$ cat config.mk
export PLATFORM = sky130hd
export DESIGN_NAME = spi_slave_mode_flat
export DESIGN_NICKNAME = d
export VERILOG_FILES = /design/src/rtl/spi_slave_mode_if.sv /design/src/rtl/spi_slave_mode.sv /design/src/flat_wrapper.sv
export SDC_FILE = /design/constraint.sdc
export NUM_CORES = 1
export LEC_CHECK = 0
export BUFFER_PORTS_ARGS = -buffer_cell sky130_fd_sc_hd__buf_4
export CORE_UTILIZATION = 50
export CTS_BUF_LIST = sky130_fd_sc_hd__clkbuf_4 sky130_fd_sc_hd__clkbuf_8 sky130_fd_sc_hd__clkbuf_16
export DETAILED_ROUTE_END_ITERATION = 10
export GPL_TIMING_DRIVEN = 0
export PLACE_DENSITY = 0.72
export SLEW_MARGIN = 20
export SYNTH_ARGS = -nofsm -noshare
export SYNTH_HDL_FRONTEND = slang
export SYNTH_SLANG_ARGS = --single-unit
$ cat constraint.sdc
create_clock -name CLK -period 2.2 [get_ports CLK]
set_input_delay 0.11 -clock CLK [delete_from_list [all_inputs] [get_ports CLK]]
set_output_delay 0.11 -clock CLK [all_outputs]
set_load 0.02 [all_outputs]
$ cat src/rtl/spi_slave_mode_if.sv
// Purpose: pin- and register-side signal bundle of the SPI slave.
// Latency: none (wires only).
// Backpressure: RX_VALID is held until RX_ACK; no other flow control.
//
// Port summary:
//   SCK/SSEL/MOSI    asynchronous SPI inputs from the host
//   MISO/MISO_OE     serial data out and its pad enable
//   TX_DATA          frame to send, captured at frame start
//   RX_DATA/RX_VALID last received frame, held until RX_ACK
//   OVERRUN/ABORT    status: lost frame / early SSEL release
//   BUSY/BIT_CNT     frame in progress, bits sampled so far
interface spi_slave_mode_if #(
    parameter int LENGTH = 136
);
    logic              SCK;
    logic              SSEL;
    logic              MOSI;
    logic [LENGTH-1:0] TX_DATA;
    logic              RX_ACK;
    logic              MISO;
    logic              MISO_OE;
    logic [LENGTH-1:0] RX_DATA;
    logic              RX_VALID;
    logic              OVERRUN;
    logic              ABORT;
    logic              BUSY;
    logic [8:0]        BIT_CNT;

    // The SPI slave itself.
    modport slave (
        input  SCK, SSEL, MOSI, TX_DATA, RX_ACK,
        output MISO, MISO_OE, RX_DATA, RX_VALID, OVERRUN, ABORT, BUSY, BIT_CNT
    );

    // The pins' driver plus the register-bank consumer.
    modport master (
        output SCK, SSEL, MOSI, TX_DATA, RX_ACK,
        input  MISO, MISO_OE, RX_DATA, RX_VALID, OVERRUN, ABORT, BUSY, BIT_CNT
    );
endinterface

$ cat src/rtl/spi_slave_mode.sv
// Purpose: oversampled SPI slave, all CPOL/CPHA modes, selectable bit order and frame length.
// Latency: RX_VALID rises SYNC_STAGES+1 CLK after the final sample edge at the pin.
// Backpressure: RX_VALID held until RX_ACK; a frame completing while still valid sets OVERRUN.
//
// Ports: CLK, RESET (synchronous, active-high) plain; everything else through
// spi_slave_mode_if.slave (SCK/SSEL/MOSI in, MISO/MISO_OE out, TX_DATA in,
// RX_DATA/RX_VALID/RX_ACK handshake, OVERRUN, ABORT, BUSY, BIT_CNT).
module spi_slave_mode #(
    parameter int LENGTH      = 136,
    parameter bit CPOL        = 1'b0,
    parameter bit CPHA        = 1'b0,
    parameter bit LSB_FIRST   = 1'b0,
    parameter int SYNC_STAGES = 2
) (
    input  logic             CLK,
    input  logic             RESET,
    spi_slave_mode_if.slave  bus
);

    localparam logic [8:0] LAST_BIT = 9'(LENGTH - 1);

    typedef enum logic [1:0] {
        IDLE  = 2'd0,
        SHIFT = 2'd1,
        DONE  = 2'd2
    } state_t;

    state_t state_q, state_d;

    // SCK carries one extra stage so the edge detector compares two
    // fully synchronised samples.
    logic [SYNC_STAGES:0]   sck_sync_q,  sck_sync_d;
    logic [SYNC_STAGES-1:0] ssel_sync_q, ssel_sync_d;
    logic [SYNC_STAGES-1:0] mosi_sync_q, mosi_sync_d;
    // Fills with ones after reset; the SSEL chain holds real pin samples
    // only once it is full, so ARMED cannot be set by the reset value.
    logic [SYNC_STAGES-1:0] prime_q,     prime_d;

    logic              armed_q,    armed_d;
    logic [LENGTH-1:0] tx_sr_q,    tx_sr_d;
    logic [LENGTH-1:0] rx_sr_q,    rx_sr_d;
    logic [8:0]        bit_cnt_q,  bit_cnt_d;
    logic              miso_q,     miso_d;
    logic              miso_oe_q,  miso_oe_d;
    logic [LENGTH-1:0] rx_data_q,  rx_data_d;
    logic              rx_valid_q, rx_valid_d;
    logic              overrun_q,  overrun_d;
    logic              abort_q,    abort_d;

    logic              sck_new, sck_old;
    logic              ssel_s, mosi_s, primed;
    logic              lead_edge, trail_edge;
    logic              sample_edge, shift_edge;
    logic              frame_start, in_frame;
    logic [LENGTH-1:0] rx_next;

    // Bit-order helpers: the front bit is the next one to leave the tx shifter.
    function automatic logic tx_front(input logic [LENGTH-1:0] v);
        return LSB_FIRST ? v[0] : v[LENGTH-1];
    endfunction

    function automatic logic [LENGTH-1:0] tx_advance(input logic [LENGTH-1:0] v);
        return LSB_FIRST ? (v >> 1) : (v << 1);
    endfunction

    // The first received bit ends up at the far end after LENGTH insertions.
    function automatic logic [LENGTH-1:0] rx_insert(input logic [LENGTH-1:0] v, input logic b);
        return LSB_FIRST ? {b, v[LENGTH-1:1]} : {v[LENGTH-2:0], b};
    endfunction

    assign sck_new = sck_sync_q[SYNC_STAGES-1];
    assign sck_old = sck_sync_q[SYNC_STAGES];
    assign ssel_s  = ssel_sync_q[SYNC_STAGES-1];
    assign mosi_s  = mosi_sync_q[SYNC_STAGES-1];
    assign primed  = prime_q[SYNC_STAGES-1];

    assign lead_edge   = (sck_old == CPOL) && (sck_new != CPOL);
    assign trail_edge  = (sck_old != CPOL) && (sck_new == CPOL);
    assign sample_edge = CPHA ? trail_edge : lead_edge;
    assign shift_edge  = CPHA ? lead_edge  : trail_edge;

    assign frame_start = (state_q == IDLE)  && !ssel_s && armed_q;
    // SSEL release outranks any SCK edge seen in the same cycle.
    assign in_frame    = (state_q == SHIFT) && !ssel_s;

    // State register and all other flops.
    always_ff @(posedge CLK) begin
        if (RESET) begin
            state_q     <= IDLE;
            sck_sync_q  <= {(SYNC_STAGES+1){CPOL}};
            ssel_sync_q <= {SYNC_STAGES{1'b1}};
            mosi_sync_q <= '0;
            prime_q     <= '0;
            armed_q     <= 1'b0;
            tx_sr_q     <= '0;
            rx_sr_q     <= '0;
            bit_cnt_q   <= '0;
            miso_q      <= 1'b0;
            miso_oe_q   <= 1'b0;
            rx_data_q   <= '0;
            rx_valid_q  <= 1'b0;
            overrun_q   <= 1'b0;
            abort_q     <= 1'b0;
        end else begin
            state_q     <= state_d;
            sck_sync_q  <= sck_sync_d;
            ssel_sync_q <= ssel_sync_d;
            mosi_sync_q <= mosi_sync_d;
            prime_q     <= prime_d;
            armed_q     <= armed_d;
            tx_sr_q     <= tx_sr_d;
            rx_sr_q     <= rx_sr_d;
            bit_cnt_q   <= bit_cnt_d;
            miso_q      <= miso_d;
            miso_oe_q   <= miso_oe_d;
            rx_data_q   <= rx_data_d;
            rx_valid_q  <= rx_valid_d;
            overrun_q   <= overrun_d;
            abort_q     <= abort_d;
        end
    end

    // Next-state logic.
    always_comb begin
        state_d = state_q;
        case (state_q)
            IDLE:    if (frame_start) state_d = SHIFT;
            SHIFT: begin
                if (ssel_s)
                    state_d = IDLE;
                else if (sample_edge && (bit_cnt_q == LAST_BIT))
                    state_d = DONE;
            end
            DONE:    if (ssel_s) state_d = IDLE;
            default: state_d = IDLE;
        endcase
    end

    // Datapath and registered outputs.
    always_comb begin
        sck_sync_d  = {sck_sync_q[SYNC_STAGES-1:0], bus.SCK};
        ssel_sync_d = {ssel_sync_q[SYNC_STAGES-2:0], bus.SSEL};
        mosi_sync_d = {mosi_sync_q[SYNC_STAGES-2:0], bus.MOSI};
        prime_d     = {prime_q[SYNC_STAGES-2:0], 1'b1};

        armed_d    = armed_q | (primed & ssel_s);
        tx_sr_d    = tx_sr_q;
        rx_sr_d    = rx_sr_q;
        bit_cnt_d  = bit_cnt_q;
        miso_d     = miso_q;
        rx_data_d  = rx_data_q;
        rx_valid_d = rx_valid_q;
        overrun_d  = overrun_q;
        rx_next    = rx_insert(rx_sr_q, mosi_s);

        // Consumer ack; a completion below in the same cycle overrides it.
        if (bus.RX_ACK && rx_valid_q) begin
            rx_valid_d = 1'b0;
            overrun_d  = 1'b0;
        end

        if (frame_start) begin
            tx_sr_d   = bus.TX_DATA;
            rx_sr_d   = '0;
            bit_cnt_d = '0;
            // CPHA=0 has no leading shift edge before the first sample,
            // so the first bit must be on the pin at frame start.
            if (!CPHA) begin
                miso_d  = tx_front(bus.TX_DATA);
                tx_sr_d = tx_advance(bus.TX_DATA);
            end
        end

        if (in_frame && sample_edge) begin
            rx_sr_d   = rx_next;
            bit_cnt_d = bit_cnt_q + 9'd1;
            if (bit_cnt_q == LAST_BIT) begin
                rx_data_d  = rx_next;
                rx_valid_d = 1'b1;
                if (rx_valid_q && !bus.RX_ACK)
                    overrun_d = 1'b1;
            end
        end

        // Edges are exclusive; the trailing edge after the last CPHA=0
        // sample arrives in DONE and so never advances MISO.
        if (in_frame && shift_edge) begin
            miso_d  = tx_front(tx_sr_q);
            tx_sr_d = tx_advance(tx_sr_q);
        end

        miso_oe_d = (state_d != IDLE);
        abort_d   = (state_q == SHIFT) && ssel_s;
    end

    // Output logic.
    always_comb begin
        bus.MISO     = miso_q;
        bus.MISO_OE  = miso_oe_q;
        bus.RX_DATA  = rx_data_q;
        bus.RX_VALID = rx_valid_q;
        bus.OVERRUN  = overrun_q;
        bus.ABORT    = abort_q;
        bus.BUSY     = (state_q != IDLE);
        bus.BIT_CNT  = bit_cnt_q;
    end

endmodule

$ cat src/flat_wrapper.sv
// flat-port wrapper written by rule: the top's interface ports become plain ports
module spi_slave_mode_flat 
#(
    parameter int LENGTH      = 136,
    parameter bit CPOL        = 1'b0,
    parameter bit CPHA        = 1'b0,
    parameter bit LSB_FIRST   = 1'b0,
    parameter int SYNC_STAGES = 2
)
  (CLK, RESET, bus_SCK, bus_SSEL, bus_MOSI, bus_TX_DATA, bus_RX_ACK, bus_MISO, bus_MISO_OE, bus_RX_DATA, bus_RX_VALID, bus_OVERRUN, bus_ABORT, bus_BUSY, bus_BIT_CNT);
  spi_slave_mode_if #(.LENGTH(LENGTH)) bus_i ();
  input  logic CLK;
  input  logic RESET;
  input wire logic [$bits(bus_i.SCK)-1:0] bus_SCK;
  input wire logic [$bits(bus_i.SSEL)-1:0] bus_SSEL;
  input wire logic [$bits(bus_i.MOSI)-1:0] bus_MOSI;
  input wire logic [$bits(bus_i.TX_DATA)-1:0] bus_TX_DATA;
  input wire logic [$bits(bus_i.RX_ACK)-1:0] bus_RX_ACK;
  output wire logic [$bits(bus_i.MISO)-1:0] bus_MISO;
  output wire logic [$bits(bus_i.MISO_OE)-1:0] bus_MISO_OE;
  output wire logic [$bits(bus_i.RX_DATA)-1:0] bus_RX_DATA;
  output wire logic [$bits(bus_i.RX_VALID)-1:0] bus_RX_VALID;
  output wire logic [$bits(bus_i.OVERRUN)-1:0] bus_OVERRUN;
  output wire logic [$bits(bus_i.ABORT)-1:0] bus_ABORT;
  output wire logic [$bits(bus_i.BUSY)-1:0] bus_BUSY;
  output wire logic [$bits(bus_i.BIT_CNT)-1:0] bus_BIT_CNT;
  assign bus_i.SCK = bus_SCK;
  assign bus_i.SSEL = bus_SSEL;
  assign bus_i.MOSI = bus_MOSI;
  assign bus_i.TX_DATA = bus_TX_DATA;
  assign bus_i.RX_ACK = bus_RX_ACK;
  assign bus_MISO = bus_i.MISO;
  assign bus_MISO_OE = bus_i.MISO_OE;
  assign bus_RX_DATA = bus_i.RX_DATA;
  assign bus_RX_VALID = bus_i.RX_VALID;
  assign bus_OVERRUN = bus_i.OVERRUN;
  assign bus_ABORT = bus_i.ABORT;
  assign bus_BUSY = bus_i.BUSY;
  assign bus_BIT_CNT = bus_i.BIT_CNT;
  spi_slave_mode #(.LENGTH(LENGTH), .CPOL(CPOL), .CPHA(CPHA), .LSB_FIRST(LSB_FIRST), .SYNC_STAGES(SYNC_STAGES)) u_core (.CLK(CLK), .RESET(RESET), .bus(bus_i));
endmodule
==> out/results.ini <==
[placed_design]
dpl-instance-area_um2 = 20600
place_hpwl_um = 35490
dp_slack_ns = -0.5457
place_inst = 2852
io_buffers = 291
gp_congestion = 0.8747

[die]
initial_core_util = 0.5128
ios = 293
design.core.area_um2 = 34800
die-height_um = 190.9
fp.dieW_um = 190.9
num_rows = 68
dieArea_um2 = 36450

[synthesis]
yosysWarnings = 0
yosysTopAreaCellShare = 0.4846
synth-seq-area-share = 0.4846
avgSynthCellArea_um2 = 8.474
syn-cell-area_um2 = 17850
yosys.area.top_type = dfxtp_1
async_flop_share = 0
yosys-top-cells-count = nand2_1, dfxtp_1, clkbuf_1
synth_edf_count = 0
ys.flop_type = dfxtp_1
synthesis.instances = 2106
synth_nets = 2249
synth.most_common_cell = nand2_1
synth-seq-cells = 432
yosysUniqueCellTypes = 43
synthTopCellsByArea = dfxtp_1, nand2_1, mux2i_1, a311oi_1, o211ai_1

[routing]
vias = 17900
drtPass1Iterations = 5
routed_wl_um = 55190
drc = 0
avgViaCountPerCell = 5.816
ant_nets = 0
wl_per_cell_um = 17.94
drt_iter0_markers = 1422

[min_path]
holdCritPathClass = input pin to flop
hold_start = RESET

[sta]
final.period_utilization = 0.9824
rsz0062_at_grt = true
setup_slack_ns = 0.03869
finalSetupViolCount = 0
setup_tns_ns = 0
hold_slack_ns = 0.2648
tightestPinTransition_ns = 0.8580
clock_skew_ns = 0.01552
min_period_ns = 2.161
hold_viol = 0
relSlewSlack = 0.4280
fmax_ghz = 0.4627
drv_slew = 0

[cts]
cts_buffer_depth = 3
cts.reportedPaths.clkPinSlew_ns = 0.06
cts_htree_levels = 2
insertion_delay_ns = 0.56
cts_made_buffers = 45
clockRootBuffer = clkbuf_16
clock-sinks = 432
cts_tree = done

[global_route]
grt_pass1_wl_um = 86260
first_global_vias = 17150
antenna_found_initial = 3
grt_max_degree = 14
grt_use_total = 0.2911
grt_overflow = 0

[worst_setup_path]
path_common_cell = buf_2
crit_buf_inv = 3
cp-startpoint = u_core.ssel_sync_q[1]
cp_top_family = simple AND/OR/NAND/NOR gates
ff2ff_setup_slack_ns = 0.04
slowest_stage = nor4_1
r2r_start = u_core.ssel_sync_q[1]
path_cells = buf_2 -> or3b_1 -> buf_2 -> clkbuf_2 -> nor4_1 -> mux2_2
path_max_fanout = 10
cp-start-kind = flop
crit_type = flop to flop
critPathRequiredTime_ns = 2.65
critical_path_arrival_ns = 2.61
cp-end-kind = flop
cp_slowest_stage_delay_ns = 0.41

[finish]
fin_nets = 2728
syn2layout_area_growth_pct = 33.19
stdcell_area_um2 = 23770
final_cell_count_no_fill = 3077
drive_gt1_frac = 0.1875

[pwr]
leakagePower_uw = 0.007992
powerDensity_nw_per_um2 = 700.9
peakVddDrop_v = 0.0005185

[outcome]
status = complete, no violations

[job]
cap_violations = 0

==> where the power goes <==
part / total [uW] / internal (uW) / leakage (uW) / switching [uW]
logic: 879 / 406 / 0.00373 / 474
clock network: 7900 / 4690 / 0.000782 / 3210
registers: 7880 / 7860 / 0.00348 / 20.6
==> metal layers <==
layer / global-route usage / vias to the layer above / share of wire
li1: - / 8478 / -
met1: 0.3669 / 8442 / 0.41
met2: 0.4915 / 846 / 0.48
met3: 0.05067 / 131 / 0.077
met4: 0.1160 / 0 / 0.031
met5: 0 / - / 0
==> final timing paths <==
kind / end / cells past startpoint
worst max-delay path: u_core.bus.BIT_CNT[8] / 6
worst min-delay path: u_core.bus.BIT_CNT[5] / 3
worst max register to register: u_core.bus.BIT_CNT[8] / 6
worst min register to register: u_core.ssel_sync_q[1] / 1
==> through the flow <==
stage | total power, uW | util
finish | 16660 | 0.6831
global route | 17100 | 0.6831
detailed placement | 8688 | 0.5920
floorplan | 8346 | -
global placement | 8682 | 0.5920
CTS | 16650 | 0.6782
==> flip-flops by register name, summed over array words and instances (netlist names), named ones only <==
name	count
u_core.armed_q	1
u_core.bus.ABORT	1
u_core.bus.BIT_CNT	9
u_core.bus.MISO	1
u_core.bus.MISO_OE	1
u_core.bus.RX_DATA	136
u_core.bus.RX_VALID	1
u_core.mosi_sync_q	2
u_core.prime_q	2
u_core.rx_sr_q	135
u_core.sck_sync_q	3
u_core.ssel_sync_q	2
u_core.state_q	2
u_core.tx_sr_q	135
==> final cells by class <==
| type | instances | area [um2] |
|---|---|---|
| Fill cell | 2780 | 11030 |
| Sequential cell | 432 | 8651 |
| Multi-Input combinational cell | 1437 | 8317 |
| Timing Repair Buffer | 433 | 3601 |
| Clock buffer | 67 | 1420 |
| Buffer | 234 | 1070 |
| Tap cell | 455 | 569.3 |
| Clock inverter | 14 | 126.4 |
| Inverter | 2 | 7.507 |
| Antenna cell | 3 | 7.507 |
==> what timing repair did <==
item / CTS / global route
endpoints found under the setup margin: 390 / 304
resized for setup: 20 / 90
hold endpoints to repair: 141 / 0
buffers inserted: 0 / 2
hold buffers: 140 / 0
gates cloned: 0 / 0
==> cells in the final DEF (no fill, tap or decap), types with 5 or more instances in the layout <==
cell type / netlist / layout
a21oi_1: 140 / 140
clkbuf_8: 0 / 15
a311oi_2: 3 / 16
clkbuf_4: 0 / 9
buf_1: 21 / 19
a311oi_1: 133 / 120
nor3_1: 137 / 135
dfxtp_1: 432 / 430
clkinv_2: 0 / 10
nand3_1: 140 / 140
o211ai_1: 138 / 138
nor2b_1: 10 / 9
mux2i_1: 137 / 137
nand2_1: 548 / 548
nor2_1: 5 / 5
nand4_1: 5 / 5
buf_6: 10 / 12
clkbuf_1: 172 / 130
clkbuf_16: 0 / 47
clkbuf_2: 0 / 36
buf_4: 2 / 293
dlygate4sd3_1: 0 / 140
buf_2: 30 / 33
==> kinds of logic after synthesis <==
group / after synthesis / synth area share
AND/OR/NAND/NOR: 870 / 0.2092
flip-flops: 432 / 0.4846
AO/OA/AOI/OAI: 426 / 0.1702
buffers and inverters: 237 / 0.05658
multiplexers: 140 / 0.07874
adder cells (fa/ha/maj): 1 / 0.0007010
==> worst min-delay path, cell delays in order <==
cell	delay, ns
clkbuf_1	0.40
or3_1	0.19
mux2i_1	0.06
(Power assumes the default switching activity.)
